## config.mk

```make
export PLATFORM = sky130hd
export DESIGN_NAME = lp_mon
export DESIGN_NICKNAME = d
export VERILOG_FILES = /design/src/rtl/lp_mon_pkg.sv /design/src/rtl/lp_thermo_dec.sv /design/src/rtl/lp_mon.sv
export SDC_FILE = /design/constraint.sdc
export NUM_CORES = 1
export LEC_CHECK = 0
export ABC_AREA = 1
export CAP_MARGIN = 10
export CORE_MARGIN = 2
export CORE_UTILIZATION = 55
export CTS_BUF_LIST = sky130_fd_sc_hd__clkbuf_16
export DETAILED_ROUTE_END_ITERATION = 8
export DONT_BUFFER_PORTS = 1
export PLACE_DENSITY_LB_ADDON = 0.2
export SLEW_MARGIN = 10
export SYNTH_ARGS = -nofsm -noshare
export SYNTH_HDL_FRONTEND = slang
export SYNTH_HIERARCHICAL = 1
export SYNTH_SLANG_ARGS = --single-unit
```

## constraint.sdc

```tcl
create_clock -name clk -period 4.41 [get_ports clk]
set_input_delay 0.441 -clock clk [delete_from_list [all_inputs] [get_ports clk]]
set_output_delay 0.441 -clock clk [all_outputs]
set_load 0.005 [all_outputs]
```

## src/rtl/lp_mon_pkg.sv

```systemverilog
// Shared definitions for the lamp-sequence monitor: phase encoding, violation codes and peak levels.
package lp_mon_pkg;

    typedef enum logic [2:0] {
        PH_IDLE = 3'd0,
        PH_UP_A = 3'd1,
        PH_DN_A = 3'd2,
        PH_UP_B = 3'd3,
        PH_DN_B = 3'd4,
        PH_UP_C = 3'd5,
        PH_DN_C = 3'd6,
        PH_ERR  = 3'd7
    } phase_t;

    localparam logic [1:0] EC_FORM = 2'd0;
    localparam logic [1:0] EC_STEP = 2'd1;
    localparam logic [1:0] EC_TURN = 2'd2;
    localparam logic [1:0] EC_JUMP = 2'd3;

    localparam logic [4:0] PK_A = 5'd16;
    localparam logic [4:0] PK_B = 5'd11;
    localparam logic [4:0] PK_C = 5'd6;

endpackage

```

## src/rtl/lp_thermo_dec.sv

```systemverilog
// Thermometer decoder: lit-lamp count plus a flag that the pattern is contiguous from bit 0.
module lp_thermo_dec #(
    parameter int MX_LP = 16
) (
    input  logic [MX_LP-1:0] lp,
    output logic [4:0]       level,
    output logic             legal
);

    always_comb begin
        level = '0;
        for (int i = 0; i < MX_LP; i++) begin
            level = level + 5'(lp[i]);
        end
        // 2^L-1 is the only form where adding one clears every set bit
        legal = ((lp & (lp + MX_LP'(1))) == '0);
    end

endmodule

```

## src/rtl/lp_mon.sv

```systemverilog
// Lamp flash-sequence monitor: tracks up/down phases, flags violations, counts sequences and kickbacks.
// Counters exist only when LP_MON_CNT_EN is defined; otherwise seq_cnt/kb_cnt read 0.
module lp_mon
    import lp_mon_pkg::*;
#(
    parameter int MX_LP   = 16,
    parameter int KB_PT_1 = 5,
    parameter int CNT_W   = 8
) (
    input  logic             clk,
    input  logic             rst_n,
    input  logic             smp_en,
    input  logic [MX_LP-1:0] lp,
    input  logic             clr_err,
    output logic [2:0]       phase,
    output logic [4:0]       lvl,
    output logic             err,
    output logic             err_flg,
    output logic [1:0]       err_code,
    output logic             seq_done,
    output logic [CNT_W-1:0] seq_cnt,
    output logic [CNT_W-1:0] kb_cnt
);

    localparam logic [4:0] KB_LVL = 5'(KB_PT_1);

    phase_t     phase_q, phase_d;
    logic [4:0] lvl_q, lvl_d;
    logic       err_q, flg_q, done_q;
    logic [1:0] code_q, code_v;
    logic       viol, done_c;
    logic [4:0] level;
    logic       legal, up, dn;

    lp_thermo_dec #(.MX_LP(MX_LP)) u_dec (
        .lp    (lp),
        .level (level),
        .legal (legal)
    );

    assign up = legal && (level == lvl_q + 5'd1);
    assign dn = legal && (lvl_q != 5'd0) && (level == lvl_q - 5'd1);

    always_comb begin
        phase_d = phase_q;
        lvl_d   = lvl_q;
        viol    = 1'b0;
        code_v  = EC_FORM;
        done_c  = 1'b0;
        if (phase_q == PH_ERR) begin
            if (legal) lvl_d = level;
            if (legal && level == 5'd0) phase_d = PH_IDLE;
        end else begin
            if (!legal) begin
                viol = 1'b1;
                code_v = EC_FORM;
            end else if (phase_q == PH_IDLE) begin
                if (level == 5'd1) phase_d = PH_UP_A;
                else if (level != 5'd0) begin
                    viol = 1'b1;
                    code_v = EC_JUMP;
                end
            end else if (!up && !dn) begin
                viol = 1'b1;
                code_v = EC_STEP;
            end else begin
                code_v = EC_TURN;
                case (phase_q)
                    PH_UP_A: if (dn) viol = 1'b1;
                             else if (level == PK_A) phase_d = PH_DN_A;
                    PH_DN_A: if (up) viol = 1'b1;
                             else if (level == KB_LVL) phase_d = PH_UP_B;
                    PH_UP_B: if (dn) viol = 1'b1;
                             else if (level == PK_B) phase_d = PH_DN_B;
                             else if (level == PK_A) phase_d = PH_DN_A;
                    // rising out of DN_B: kickback at the low point, or an extended rise past 11
                    PH_DN_B: if (up) begin
                                 if (lvl_q == KB_LVL || lvl_q == PK_B) phase_d = PH_UP_B;
                                 else viol = 1'b1;
                             end else if (level == 5'd0) phase_d = PH_UP_C;
                    PH_UP_C: if (dn) viol = 1'b1;
                             else if (level == PK_C) phase_d = PH_DN_C;
                    PH_DN_C: if (up) viol = 1'b1;
                             else if (level == 5'd0) begin
                                 phase_d = PH_IDLE;
                                 done_c = 1'b1;
                             end
                    default: ;
                endcase
            end
            if (viol) phase_d = PH_ERR;
            if (legal) lvl_d = level;
        end
    end

    always_ff @(posedge clk or negedge rst_n) begin
        if (!rst_n) begin
            phase_q <= PH_IDLE;
            lvl_q   <= '0;
            err_q   <= 1'b0;
            flg_q   <= 1'b0;
            code_q  <= '0;
            done_q  <= 1'b0;
        end else begin
            err_q  <= smp_en & viol;
            done_q <= smp_en & done_c;
            if (smp_en) begin
                phase_q <= phase_d;
                lvl_q   <= lvl_d;
                if (viol) begin
                    code_q <= code_v;
                    flg_q  <= 1'b1;
                end else if (clr_err) begin
                    flg_q <= 1'b0;
                end
            end
        end
    end

`ifdef LP_MON_CNT_EN
    logic [CNT_W-1:0] seq_cnt_q, kb_cnt_q;
    logic             kb_inc;

    assign kb_inc = !viol && up &&
                    ((phase_q == PH_UP_B && level == PK_A) ||
                     (phase_q == PH_DN_B && lvl_q == KB_LVL));

    always_ff @(posedge clk or negedge rst_n) begin
        if (!rst_n) begin
            seq_cnt_q <= '0;
            kb_cnt_q  <= '0;
        end else if (smp_en) begin
            if (done_c && seq_cnt_q != '1) seq_cnt_q <= seq_cnt_q + 1'b1;
            if (kb_inc && kb_cnt_q != '1)   kb_cnt_q  <= kb_cnt_q + 1'b1;
        end
    end

    assign seq_cnt = seq_cnt_q;
    assign kb_cnt  = kb_cnt_q;
`else
    assign seq_cnt = '0;
    assign kb_cnt  = '0;
`endif

    assign phase    = phase_q;
    assign lvl      = lvl_q;
    assign err      = err_q;
    assign err_flg  = flg_q;
    assign err_code = code_q;
    assign seq_done = done_q;

endmodule

```

# Yosys cells after proc, flatten, opt, wreduce, memory -nomap -nowiden
# Cells that the tools add are included.
[totals]
regBits = 13
input_bits = 20
output_inout_bits = 29
word_cells = 126
[op_classes]
addsub = 18
n_eq_ne = 29
muxes = 48
bitwise = 3
n_reduce_logical = 22
[ops]
columns = ["cell", "count"]
rows = [
  ["5-bit by 1-bit adder with 5-bit output", 14],
  ["3-bit two-way mux", 20],
  ["5-bit != test (second input constant)", 8],
  ["1-bit two-way mux", 20],
  ["3-bit case mux with 6 select lines", 1],
  ["16-bit by 1-bit adder with 16-bit output (second input constant)", 1],
  ["16-bit AND", 1],
  ["16-bit logical NOT", 1],
  ["16-bit AND reduction", 1],
  ["5-bit by 3-bit equality test with 1-bit output (second input constant)", 3],
  ["3-bit equality test (second input constant)", 4],
  ["2-bit two-way mux", 6],
  ["6-bit != test (second input constant)", 2],
  ["5-bit by 4-bit equality test with 1-bit output (second input constant)", 2],
  ["5-bit equality test", 2],
  ["5-bit nonzero test", 2],
  ["9-bit nonzero test", 1],
  ["3-bit by 2-bit equality test with 1-bit output (second input constant)", 2],
  ["2-bit AND reduction", 3],
  ["5-bit by 1-bit adder with 5-bit output (second input constant)", 1],
  ["5-bit by 1-bit equality test with 1-bit output (second input constant)", 1],
  ["5-bit equality test (second input constant)", 1],
  ["1-bit logical AND", 5],
  ["5-bit logical NOT", 1],
  ["other kinds (15)", 17],
]

# Logic depth before layout (Yosys ltp)
[logic_depth]
ltp_word = 26
mapped_depth = 27
depth_no_buf = 27

# By module
# Netlist, hierarchy kept.
[by_module_without_submodules]
columns = ["mod", "instances", "cells_each", "area_per_inst_um2", "seq_area_each_um2"]
rows = [
  ["lp_mon", 1, 224, 1367.6, 325.3],
  ["lp_thermo_dec", 1, 115, 708.2, 0.0],
]

# Worst setup path before layout
# OpenSTA, ideal clock, no wires.
[synth_path]
path_kind = "input -> register"
startpoint = "input port lp[0]"
endpoint = "register phase_q[0], in the netlist phase[0]"
setup_time_ns = 0.118
arrival_ns = 4.609
required_time_ns = 4.292
slack_ns = -0.317
stages = 25
cell_sequence = "inv_1 fa_1 fa_1 fa_1 fa_1 inv_1 ha_1 inv_1 fa_1 o21ai_0 inv_2 nand2_2 nand2_2 nand2_2 nand2_2 nor2_4 nand2_4 nand2_2 nor2_1 nor2_1 nand3_1 nand2_2 nand2_2 nand2_1 nand2_1"
[synth_via]
elab_chain_len = 25
elab_cells_between_ends = 71
cone_classes = "add/sub (16); eq/ne (20); mux (21); bitwise (1); reduce/logical (13)"
[synth_rtl]
columns = ["item", "line_no", "text"]
rows = [
  ["start: declaration", "lp_mon.sv:13", "input logic [MX_LP-1:0] lp,"],
  ["1-bit by 1-bit adder with 2-bit output *", "lp_thermo_dec.sv:13", "level = level + 5'(lp[i]);"],
  ["5-bit by 1-bit adder with 5-bit output * (14 in series)", "lp_thermo_dec.sv:13", ""],
  ["net level[4]", "lp_mon.sv:32", "logic [4:0] level;"],
  ["5-bit equality test (on tied branches)", "-", ""],
  ["1-bit logical AND (tied with other cells)", "lp_mon.sv:41", "assign up = legal && (level == lvl_q + 5'd1);"],
  ["1-bit two-way mux (tied with other cells)", "lp_mon.sv:71, lp_mon.sv:83", ""],
  ["1-bit case mux with 3 select lines (tied with other cells)", "lp_mon.sv:68", "case (phase_q)"],
  ["1-bit two-way mux or 3-bit case mux with 6 select lines (tied branches)", "lp_mon.sv:63, lp_mon.sv:68", ""],
  ["1-bit two-way mux or 3-bit two-way mux (tied branches)", "lp_mon.sv:57, lp_mon.sv:63", ""],
  ["1-bit two-way mux or 3-bit two-way mux (tied branches)", "lp_mon.sv:54, lp_mon.sv:57", ""],
  ["1-bit two-way mux or 3-bit two-way mux (tied branches)", "lp_mon.sv:50, lp_mon.sv:54", ""],
  ["6-bit != test (no source line) (tied with other cells)", "-", ""],
  ["16-bit AND reduction (no source line) or 3-bit two-way mux (tied branches)", "-", ""],
  ["end signal: assignment", "lp_mon.sv:108", "phase_q <= phase_d;"],
  ["end: declaration", "lp_mon.sv:27", "phase_t phase_q, phase_d;"],
]
# Mark *: on every way through the listed nets, which the timed path passes. The rest lies on a longest branch. The select of a mux whose other input is x is not followed.
# A chain may end at the register's enable or synchronous reset.

# Worst setup path in the final report
[layout_path]
startpoint = "input port lp[13]"
endpoint = "register phase_q[0], in the netlist phase[0]"
[layout_via]
elab_chain_len = 13
elab_cells_between_ends = 59
cone_classes = "add/sub (4); eq/ne (20); mux (21); bitwise (1); reduce/logical (13)"
[layout_rtl]
columns = ["item", "line_no"]
rows = [
  ["5-bit by 1-bit adder with 5-bit output * (3 in series)", "lp_thermo_dec.sv:13"],
  ["net level[2]", "lp_mon.sv:32"],
  ["5-bit equality test (on tied branches)", "-"],
  ["1-bit logical AND (tied with other cells)", "lp_mon.sv:41"],
  ["1-bit two-way mux (tied with other cells)", "lp_mon.sv:71, lp_mon.sv:83"],
  ["1-bit case mux with 3 select lines (tied with other cells)", "lp_mon.sv:68"],
  ["1-bit two-way mux or 3-bit case mux with 6 select lines (tied branches)", "lp_mon.sv:63, lp_mon.sv:68"],
  ["1-bit two-way mux or 3-bit two-way mux (tied branches)", "lp_mon.sv:57, lp_mon.sv:63"],
  ["1-bit two-way mux or 3-bit two-way mux (tied branches)", "lp_mon.sv:54, lp_mon.sv:57"],
  ["1-bit two-way mux or 3-bit two-way mux (tied branches)", "lp_mon.sv:50, lp_mon.sv:54"],
  ["6-bit != test (no source line) (tied with other cells)", "-"],
  ["16-bit AND reduction (no source line) or 3-bit two-way mux (tied branches)", "-"],
]
# Marked as above.

==> results.json <==
{
  "die_w_um": 65.4,
  "yosys_warnings": 6,
  "via_per_inst": 5.01,
  "fin_crit_ps": 4420,
  "finClkSkew_ps": 7.67,
  "avgSynthCellArea_sq_um": 6.12,
  "totalWireLength_um": 5010,
  "post_drt_wl_per_cell_um": 12.3,
  "reg2reg_slack_ps": 2210,
  "synth_largest_area_cell": "nand2_1",
  "cts_root_buf": "clkbuf_16",
  "start_util_pct": 57.1,
  "cp_max_fo": 4,
  "path_class": "in -> reg",
  "net-switching-power_mw": 0.689,
  "wl_met1_um": 2280,
  "clock_sinks": 13,
  "worst_slack_ps": -9.15,
  "r2r-start": "lvl[0]",
  "remaining_drc_errors": 0,
  "yosys_register_bits": 13,
  "top_layer_used": "met4",
  "holdPathStages": 2,
  "dieArea_sq_mm": 0.00428,
  "cts_tree": "done",
  "setup-violations-final": 3,
  "grt_max_degree": 14,
  "clkTransAtPathRegs_ps": 50,
  "row_count": 22,
  "synth_cell_types": 33,
  "antenna_left": 0,
  "rr_worst_depth": 15,
  "vias": 2041,
  "hold_violations": 0,
  "ctsHtreeMaxLevel": 1,
  "routed-wl-met3_um": 290,
  "fillers": 332,
  "postSynthCellCount": 339,
  "syn_area_sq_mm": 0.00208,
  "min_path_type": "in -> reg",
  "combPwrFrac_pct": 75.2,
  "rr_endpoint": "phase[0]",
  "numPortBuffers": 0,
  "cp.arrival_ps": 4560,
  "drtIter0Drc": 129,
  "first_global_vias": 1847,
  "clock_latency_ps": 250,
  "maxCapViolCount": 0,
  "hp-start": "smp_en",
  "final_core_util_pct": 66.2,
  "yosysSeqAreaShare_pct": 15.7,
  "num_io_pins": 49,
  "worstSetupEndpointType": "register",
  "grtUsageTotal_pct": 24.1,
  "max_freq_mhz": 226,
  "min_to": "err_flg",
  "cts_buffers": 3,
  "core_sq_mm": 0.00363,
  "violations": "setup timing",
  "startpoint_type": "input port",
  "leakagePower_nw": 1.35,
  "synthTopCellsByArea": "nand2_1 (20%), dfrtp_1 (16%), inv_1 (10%), fa_1 (9.6%), ha_1 (6.0%)",
  "area_growth_pct": 15.8,
  "relSlewSlack_pct": 58.1,
  "power_per_cell_area_mw_per_mm2": 589,
  "antenna_found_initial": 0,
  "switching_share_pct": 48.7,
  "p_seq_share_pct": 12.7,
  "grt_pass1_wl_um": 8070,
  "fin_crit_sh_pct": 100,
  "drv_slew": 0,
  "dp_hpwl_um": 3820,
  "final_nets": 400,
  "final_common_cell": "nand2_1",
  "clockPowerShare_pct": 12.2,
  "met2_length_um": 2400,
  "n_antenna_cell": 0,
  "dr.pass1.iters": 4,
  "drive_gt1_share_pct": 20.6,
  "rsz0062_at_grt": "yes",
  "internal_power_mw": 0.726,
  "status": "finished with violations",
  "die_h_um": 65.4,
  "worst_slew_pin_slew_ps": 627,
  "synth.top_cell.area_share_pct": 19.5,
  "required_ps": 4550,
  "gp_congestion": 0.944,
  "cts_buffer_depth": 2,
  "final_cell_mix": "nand2_1 (105), inv_1 (50), nand3_1 (23), nor2_1 (23), buf_4 (20)",
  "total_power_mw": 1.42,
  "grt_overflow": 0,
  "irDropWorstVdd_mv": 0.307
}
[layer usage]
metal  track usage (%)  up-vias
met1              32.7      918
met4              5.99        0
met2              40.8       66
met5                 0        -
met3              2.74        6
li1                  -     1051
[worst max-delay path by stage]
stage	startpoint	endpoint	slack, ps	cells past startpoint
after detailed placement	lp[0]	phase[0]	-240	23
after global placement	lp[0]	phase[0]	-170	23
final	lp[13]	phase[0]	-9	21
after floorplan	lp[0]	phase[1]	10	20
after global routing	lp[13]	phase[2]	-200	23
after CTS	lp[0]	phase[0]	2	20
[timing repair]
action,in CTS,in global routing
resized for setup,0,27
endpoints found under the hold margin,13,0
hold buffers,1,0
buffers inserted,0,3
setup endpoints to repair,0,8
[synth_stat cells]
library cell	n
conb_1	1
nand3_2	4
nand3_1	23
nor3_2	2
a31oi_1	1
dfrtp_1	13
xor2_1	1
o31ai_1	1
nand2_4	1
nor3_1	4
ha_1	10
o21bai_2	1
nor4_1	1
o22ai_1	1
nand4_1	5
inv_1	57
o21bai_1	1
fa_1	10
and2_1	1
buf_2	3
nand2_2	10
inv_2	6
nor2_1	27
nor2_2	5
a21oi_1	4
buf_4	16
nand3b_1	1
xnor2_1	1
nor2_4	2
o311ai_0	1
clkbuf_1	1
o21ai_0	16
nand2_1	108
[cell families (layout without fill, tap and decap cells)]
logic type / after synthesis / after routing / share of synthesized area, %
buf+inv: 83 / 88 / 18.1
fa+ha+maj: 20 / 20 / 15.7
xor+xnor: 2 / 2 / 0.844
compound gates: 26 / 26 / 7.11
flops: 13 / 13 / 15.7
other cells: 1 / 16 / 0.181
simple gates: 194 / 194 / 42.4
[sequential cells by signal, summed over array words and instances, names as in the netlist]
name	count
phase	3
err_flg	1
err_code	2
seq_done	1
lvl	5
err	1
[per-stage QoR]
stage	hold slack [ps]	instance area (sq um)	std cells	worst slack (ps)	TNS, ps
after floorplan	145	2160	354	14.9	0
after global placement	146	2210	399	-171	-932
after detailed placement	146	2210	399	-238	-1420
after CTS	356	2300	404	1.67	0
after global routing	339	2400	407	-200	-907
final	328	2400	407	-9.15	-15.4
[power by group through the flow]
stage	registers [mW]	logic, mW	clock network (mW)
after floorplan	0.156	0.642	0
after global placement	0.181	0.912	0
after detailed placement	0.180	0.923	0
after CTS	0.178	0.937	0.173
after global routing	0.182	1.18	0.178
final	0.179	1.06	0.172
[layout make-up]
class / count / area, sq um / area share (%)
clock buffer: 3 / 75.1 / 3.12
timing repair buffer: 21 / 160 / 6.66
tap: 48 / 60.1 / 2.50
multi-input combinational: 258 / 1540 / 63.9
inverter: 63 / 244 / 10.2
clock inverter: 1 / 3.75 / 0.156
sequential: 13 / 325 / 13.5
[worst max-delay path: stages]
cell,delay [ps]
inv_8,10
fa_1,500
fa_1,580
fa_1,430
fa_1,430
inv_1,70
ha_2,190
inv_2,50
fa_2,450
xnor2_4,250
inv_2,90
nand3_1,110
nand2_2,80
nor2_4,150
nand2_4,100
nand3_4,80
nand3_4,90
o21bai_4,240
nand2_1,80
nand3_1,80
nand2_1,50
No activity file was read; power rests on OpenSTA's default activity.
